File: src/rtl/mips_pkg.sv
`default_nettype none
// ============================================================================
//  Module      : mips_pkg
//  Description : Shared MIPS encodings used by the main control, the ALU
//                control and the ALU: opcode constants (*_op), R-type funct
//                constants (*_f) and 4-bit ALU operation codes (ALU_*).
//  Revision    : 1.0  initial release
// ============================================================================
package mips_pkg;

    // Opcode field, instruction bits [31:26]
    localparam logic [5:0] R_TYPE_op = 6'b000000;
    localparam logic [5:0] J_op      = 6'b000010;
    localparam logic [5:0] BEQ_op    = 6'b000100;
    localparam logic [5:0] ADDI_op   = 6'b001000;
    localparam logic [5:0] ADDIU_op  = 6'b001001;
    localparam logic [5:0] SLTI_op   = 6'b001010;
    localparam logic [5:0] ANDI_op   = 6'b001100;
    localparam logic [5:0] ORI_op    = 6'b001101;
    localparam logic [5:0] LW_op     = 6'b100011;
    localparam logic [5:0] SW_op     = 6'b101011;

    // Funct field, instruction bits [5:0], meaningful only for R_TYPE_op
    localparam logic [5:0] ADD_f     = 6'b100000;
    localparam logic [5:0] ADDU_f    = 6'b100001;
    localparam logic [5:0] SUB_f     = 6'b100010;
    localparam logic [5:0] SUBU_f    = 6'b100011;
    localparam logic [5:0] AND_f     = 6'b100100;
    localparam logic [5:0] OR_f      = 6'b100101;
    localparam logic [5:0] XOR_f     = 6'b100110;
    localparam logic [5:0] NOR_f     = 6'b100111;
    localparam logic [5:0] SLT_f     = 6'b101010;
    localparam logic [5:0] SLTU_f    = 6'b101011;

    // ALU operation codes
    localparam logic [3:0] ALU_AND   = 4'b0000;
    localparam logic [3:0] ALU_OR    = 4'b0001;
    localparam logic [3:0] ALU_ADD   = 4'b0010;
    localparam logic [3:0] ALU_XOR   = 4'b0011;
    localparam logic [3:0] ALU_SUB   = 4'b0110;
    localparam logic [3:0] ALU_SLT   = 4'b0111;
    localparam logic [3:0] ALU_SLTU  = 4'b1000;
    localparam logic [3:0] ALU_NOR   = 4'b1100;

endpackage : mips_pkg
`default_nettype wire

File: src/rtl/alu_control_decode.sv
`default_nettype none
// ============================================================================
//  Module      : alu_control_decode
//  Description : Combinational opcode / funct decode to the next ALU
//                operation code and an illegal-instruction flag.
//  Ports       : i_op       [5:0]  instruction opcode
//                i_func     [5:0]  R-type funct, ignored for other opcodes
//                o_alu_ctrl [3:0]  decoded ALU operation
//                o_illegal         1 = unsupported opcode or funct
//  Revision    : 1.0  initial release
// ============================================================================
module alu_control_decode
    import mips_pkg::*;
(
    input  logic [5:0] i_op,
    input  logic [5:0] i_func,
    output logic [3:0] o_alu_ctrl,
    output logic       o_illegal
);

    // Unsupported encodings fall back to ADD so the ALU sees a benign op.
    always_comb begin
        o_alu_ctrl = ALU_ADD;
        o_illegal  = 1'b0;
        unique case (i_op)
            ADDI_op, ADDIU_op, LW_op, SW_op: o_alu_ctrl = ALU_ADD;
            J_op:                            o_alu_ctrl = ALU_ADD; // result unused
            BEQ_op:                          o_alu_ctrl = ALU_SUB;
            ANDI_op:                         o_alu_ctrl = ALU_AND;
            ORI_op:                          o_alu_ctrl = ALU_OR;
            SLTI_op:                         o_alu_ctrl = ALU_SLT;
            R_TYPE_op: begin
                unique case (i_func)
                    ADD_f, ADDU_f: o_alu_ctrl = ALU_ADD;
                    SUB_f, SUBU_f: o_alu_ctrl = ALU_SUB;
                    AND_f:         o_alu_ctrl = ALU_AND;
                    OR_f:          o_alu_ctrl = ALU_OR;
                    XOR_f:         o_alu_ctrl = ALU_XOR;
                    NOR_f:         o_alu_ctrl = ALU_NOR;
                    SLT_f:         o_alu_ctrl = ALU_SLT;
                    SLTU_f:        o_alu_ctrl = ALU_SLTU;
                    default: begin
                        o_alu_ctrl = ALU_ADD;
                        o_illegal  = 1'b1;
                    end
                endcase
            end
            default: begin
                o_alu_ctrl = ALU_ADD;
                o_illegal  = 1'b1;
            end
        endcase
    end

endmodule : alu_control_decode
`default_nettype wire

File: src/rtl/alu_control.sv
`default_nettype none
// ============================================================================
//  Module      : alu_control
//  Description : Registered MIPS ALU control. Decodes opcode/funct into the
//                4-bit ALU operation with one cycle of latency.
//  Ports       : i_clk               system clock, rising edge
//                i_rst_n             synchronous active-low reset
//                i_op         [5:0]  instruction opcode
//                i_func       [5:0]  R-type funct field
//                o_aluControl [3:0]  registered ALU operation code
//                o_illegal           registered unsupported-instruction flag
//  Revision    : 1.0  initial release
// ============================================================================
module alu_control
    import mips_pkg::*;
(
    input  logic       i_clk,
    input  logic       i_rst_n,
    input  logic [5:0] i_op,
    input  logic [5:0] i_func,
    output logic [3:0] o_aluControl,
    output logic       o_illegal
);

    logic [3:0] w_alu_ctrl;
    logic       w_illegal;
    logic [3:0] r_alu_ctrl;
    logic       r_illegal;

    alu_control_decode u_decode (
        .i_op       (i_op),
        .i_func     (i_func),
        .o_alu_ctrl (w_alu_ctrl),
        .o_illegal  (w_illegal)
    );

    // Reset wins over the decode, so a decode pending at a reset edge is lost.
    always_ff @(posedge i_clk) begin
        if (!i_rst_n) begin
            r_alu_ctrl <= ALU_ADD;
            r_illegal  <= 1'b0;
        end else begin
            r_alu_ctrl <= w_alu_ctrl;
            r_illegal  <= w_illegal;
        end
    end

    assign o_aluControl = r_alu_ctrl;
    assign o_illegal    = r_illegal;

endmodule : alu_control
`default_nettype wire

File: config.mk
export PLATFORM = sky130hd
export DESIGN_NAME = alu_control
export DESIGN_NICKNAME = d
export VERILOG_FILES = /design/src/rtl/mips_pkg.sv /design/src/rtl/alu_control_decode.sv /design/src/rtl/alu_control.sv
export SDC_FILE = /design/constraint.sdc
export NUM_CORES = 1
export LEC_CHECK = 0
export CORE_AREA = 5 5 42 44
export DETAILED_ROUTE_END_ITERATION = 6
export DIE_AREA = 0 0 47 49
export GPL_TIMING_DRIVEN = 0
export MAX_ROUTING_LAYER = met4
export PLACE_DENSITY = 0.57
export SYNTH_ARGS = -nofsm -noshare
export SYNTH_HDL_FRONTEND = slang
export SYNTH_SLANG_ARGS = --single-unit
File: constraint.sdc
create_clock -name i_clk -period 1.6 [get_ports i_clk]
set_input_delay 0.24 -clock i_clk [delete_from_list [all_inputs] [get_ports i_clk]]
set_output_delay 0.24 -clock i_clk [all_outputs]
set_load 0.02 [all_outputs]
==> metrics.md, run 1 <==
| Metric | Value |
|---|---|
| Die X | `47 µm` |
| Port bufs | `18` |
| Synth Net Count | `62` |
| Placed Cells | `82` |
| Worst setup margin | `0.121 ns` |
| M1 GR Usage | `0.108` |
| Synth warn | `0` |
| Syn Inst Count | `48` |
| CTS max path bufs | `2` |
| CP arrival | `1.60 ns` |
| DIE HEIGHT | `49 µm` |
| Status | `finished clean` |
| DRC | `0` |
| Hpwl dp | `794 µm` |
| Congestion Overflow GR | `0` |
| Placeable Area | `1400 µm²` |
| Critical path peak fanout | `6` |
| RD Place Congestion | `0.765` |
| Crit-path leading delay family | `simple AND/OR/NAND/NOR gates` |
| Mapped cell area | `363 µm²` |
| # IOs | `19` |
| Power Dens Cells | `600 nW/µm²` |
| Row Count | `14` |
| Clock sink total | `5` |
| Initial antenna violation count | `0` |
| Total power | `0.359 mW` |
| CP max stage cell | `clkdlybuf4s50_1` |
| Post-CTS setup buffer count | `0` |
| First-pass GRT wire length | `1500 µm` |
| Drt total wl | `966 µm` |
| First-pass iteration count of the detailed router | `4` |
| Pin count of the biggest net entering global routing | `9` |
| Worst stage delay on the critical path | `0.48 ns` |
| Post-cts hold buffer count | `0` |
| Total negative setup slack | `0 ns` |
| Share of cells above drive strength 1 | `0.0571` |
| TritonCTS clock tree | `yes` |
| Gr busiest metal | `met2` |
| Final cell count without fillers | `86` |
| Area growth from synthesis to layout | `64.8%` |
| Final core utilization | `0.427` |
| Hold Violations, Final | `0` |
| Tcrit/Tclk final | `0.925` |
| Crit Path Category | `input pin to flop` |
| Min Tclk post-route | `1.48 ns` |
| RSZ-0062 raised after global routing | `yes` |
| Peak VDD IR | `168 µV` |
| Worst hold path class | `input pin to flop` |
| H-tree Lvls | `1` |
| Max-Cap Viols | `0` |
| Sequential cell area fraction in the yosys report | `0.276` |
| Relative slew slack | `0.834` |
| Vias in the first global route | `379` |
| Setup WS pre-CTS | `-0.320 ns` |
| Wirelength per Cell | `11.2 µm` |
| CTS root buffer | `clkbuf_4` |
| Met2 usage | `0.129` |
| Hold slack | `0.372 ns` |
| Drt initial violations | `9` |
| Initial Util | `0.259` |
| Post-Layout Inst Area | `598 µm²` |
| Leakage | `0.241 nW` |
| Mean Syn Cell Area | `7.56 µm²` |
| Detailed-route via count | `434` |
| Fmax | `676 MHz` |
| Nets | `85` |
| Placed Area | `563 µm²` |
| Final ANT Viol Nets | `0` |
| Clock transition at the registers of the reported paths | `0.04 ns` |
| ANT cells | `0` |
| Critical path cell sequence | `clkdlybuf4s50_1 > nand3b_1 > o211ai_1 > nand3_1 > or3b_1` |
| CP endpoint kind | `flop` |
| Yosys reg bits | `5` |
| Endpoints failing setup | `0` |
| Least-Margin Pin Slew | `0.249 ns` |
| Count of different cell masters after synthesis | `22` |
| Avg Vias per Cell | `5.05` |
| GR Util met3 | `0.0221` |
| CP bufs+invs | `1` |
| Critical Path RT | `1.72 ns` |
| Final max-slew violation count | `0` |
| CP Launch Type | `input pin` |
| CTS buffer count | `3` |
| Overall global routing resource usage | `0.0917` |
| Die Area | `2300 µm²` |
[registers in the layout (all words and copies together), names as in the netlist]
name,count
o_aluControl,4
o_illegal,1
[cell type report]
| type | count | area [µm²] |
|---|---|---|
| inverters | 2 | 7.51 |
| flip-flops and latches | 5 | 100 |
| well taps | 16 | 20.0 |
| repair buffers | 18 | 184 |
| clock buffers | 4 | 26.3 |
| fillers | 172 | 803 |
| multi-input cells | 41 | 260 |
[power by group]
part	leakage (nW)	internal, mW	switching (mW)
logic	0.186	0.0492	0.0409
registers	0.0407	0.128	0.000544
clock network	0.0150	0.0940	0.0468
[synthesized netlist by cell type]
library cell / count / area share
inv_1: 2 / 0.021
a2bb2oi_1: 1 / 0.024
nand2_1: 4 / 0.041
nor3_1: 3 / 0.041
nand3_1: 2 / 0.028
o22a_1: 1 / 0.024
mux2i_1: 2 / 0.055
or3b_1: 2 / 0.048
nor2_1: 3 / 0.031
xor2_1: 1 / 0.024
nand4b_1: 1 / 0.024
o21ai_0: 1 / 0.014
nand3b_1: 3 / 0.062
nand2b_1: 4 / 0.069
a31oi_1: 1 / 0.017
o31a_1: 1 / 0.024
a21oi_1: 5 / 0.069
or3_1: 3 / 0.052
o211ai_1: 1 / 0.021
dfxtp_1: 5 / 0.28
nand4_1: 1 / 0.017
nor2b_1: 1 / 0.017
[layer usage]
layer  part of all wire  up-vias
li1                   -      222
met1               0.43      200
met4                  0        0
met3              0.054        0
met5                  0        -
met2               0.52       12
[path summary, 6_finish.rpt]
| check | start | end | slack (ns) | depth (start not counted) |
|---|---|---|---|---|
| hold / removal | i_func[1] | o_aluControl[3]$_SDFF_PN0_ | 0.37 | 3 |
| setup / recovery | i_op[2] | o_aluControl[1]$_SDFF_PN1_ | 0.12 | 5 |
[what timing repair did]
action,in CTS,in global routing
pin swaps,0,1
resized for setup,3,4
endpoints found under the setup margin,2,3
[cell usage in the layout, fill, tap and decap left out]
| cell type | n |
|---|---|
| a21oi_1 | 5 |
| a2bb2oi_1 | 1 |
| a31oi_1 | 1 |
| clkbuf_1 | 1 |
| clkbuf_4 | 3 |
| clkdlybuf4s50_1 | 12 |
| dfxtp_1 | 5 |
| dlygate4sd2_1 | 3 |
| dlymetal6s2s_1 | 3 |
| inv_1 | 2 |
| mux2i_1 | 2 |
| nand2_1 | 4 |
| nand2b_1 | 4 |
| nand3_1 | 2 |
| nand3b_1 | 3 |
| nand4_1 | 1 |
| nand4b_1 | 1 |
| nor2_1 | 3 |
| nor2b_1 | 1 |
| nor3_1 | 2 |
| nor3_2 | 1 |
| o211ai_1 | 1 |
| o21ai_0 | 1 |
| o22a_1 | 1 |
| o31a_1 | 1 |
| or3_1 | 3 |
| or3b_1 | 2 |
| xor2_1 | 1 |
[cells by family after synthesis]
kind of cell              after synthesis  synth area share
and+or+nand+nor                        27             0.431
buffers and inverters                   2            0.0207
muxes                                   2            0.0552
xor gates and xnor gates                1            0.0241
AOI/OAI and AO/OA                      11             0.193
DFF                                     5             0.276
No activity file was read; power rests on OpenSTA's default activity.
==> inputs of run 2 (changes only) <==
--- a/config.mk
+++ b/config.mk
@@ -8,6 +8,7 @@
 export CORE_AREA = 5 5 42 44
 export DETAILED_ROUTE_END_ITERATION = 6
 export DIE_AREA = 0 0 47 49
+export GPL_ROUTABILITY_DRIVEN = 0
 export GPL_TIMING_DRIVEN = 0
 export MAX_ROUTING_LAYER = met4
 export PLACE_DENSITY = 0.57
==> results of run 2 <==
No change in the layout: final DEF, timing and power equal those of run 1.
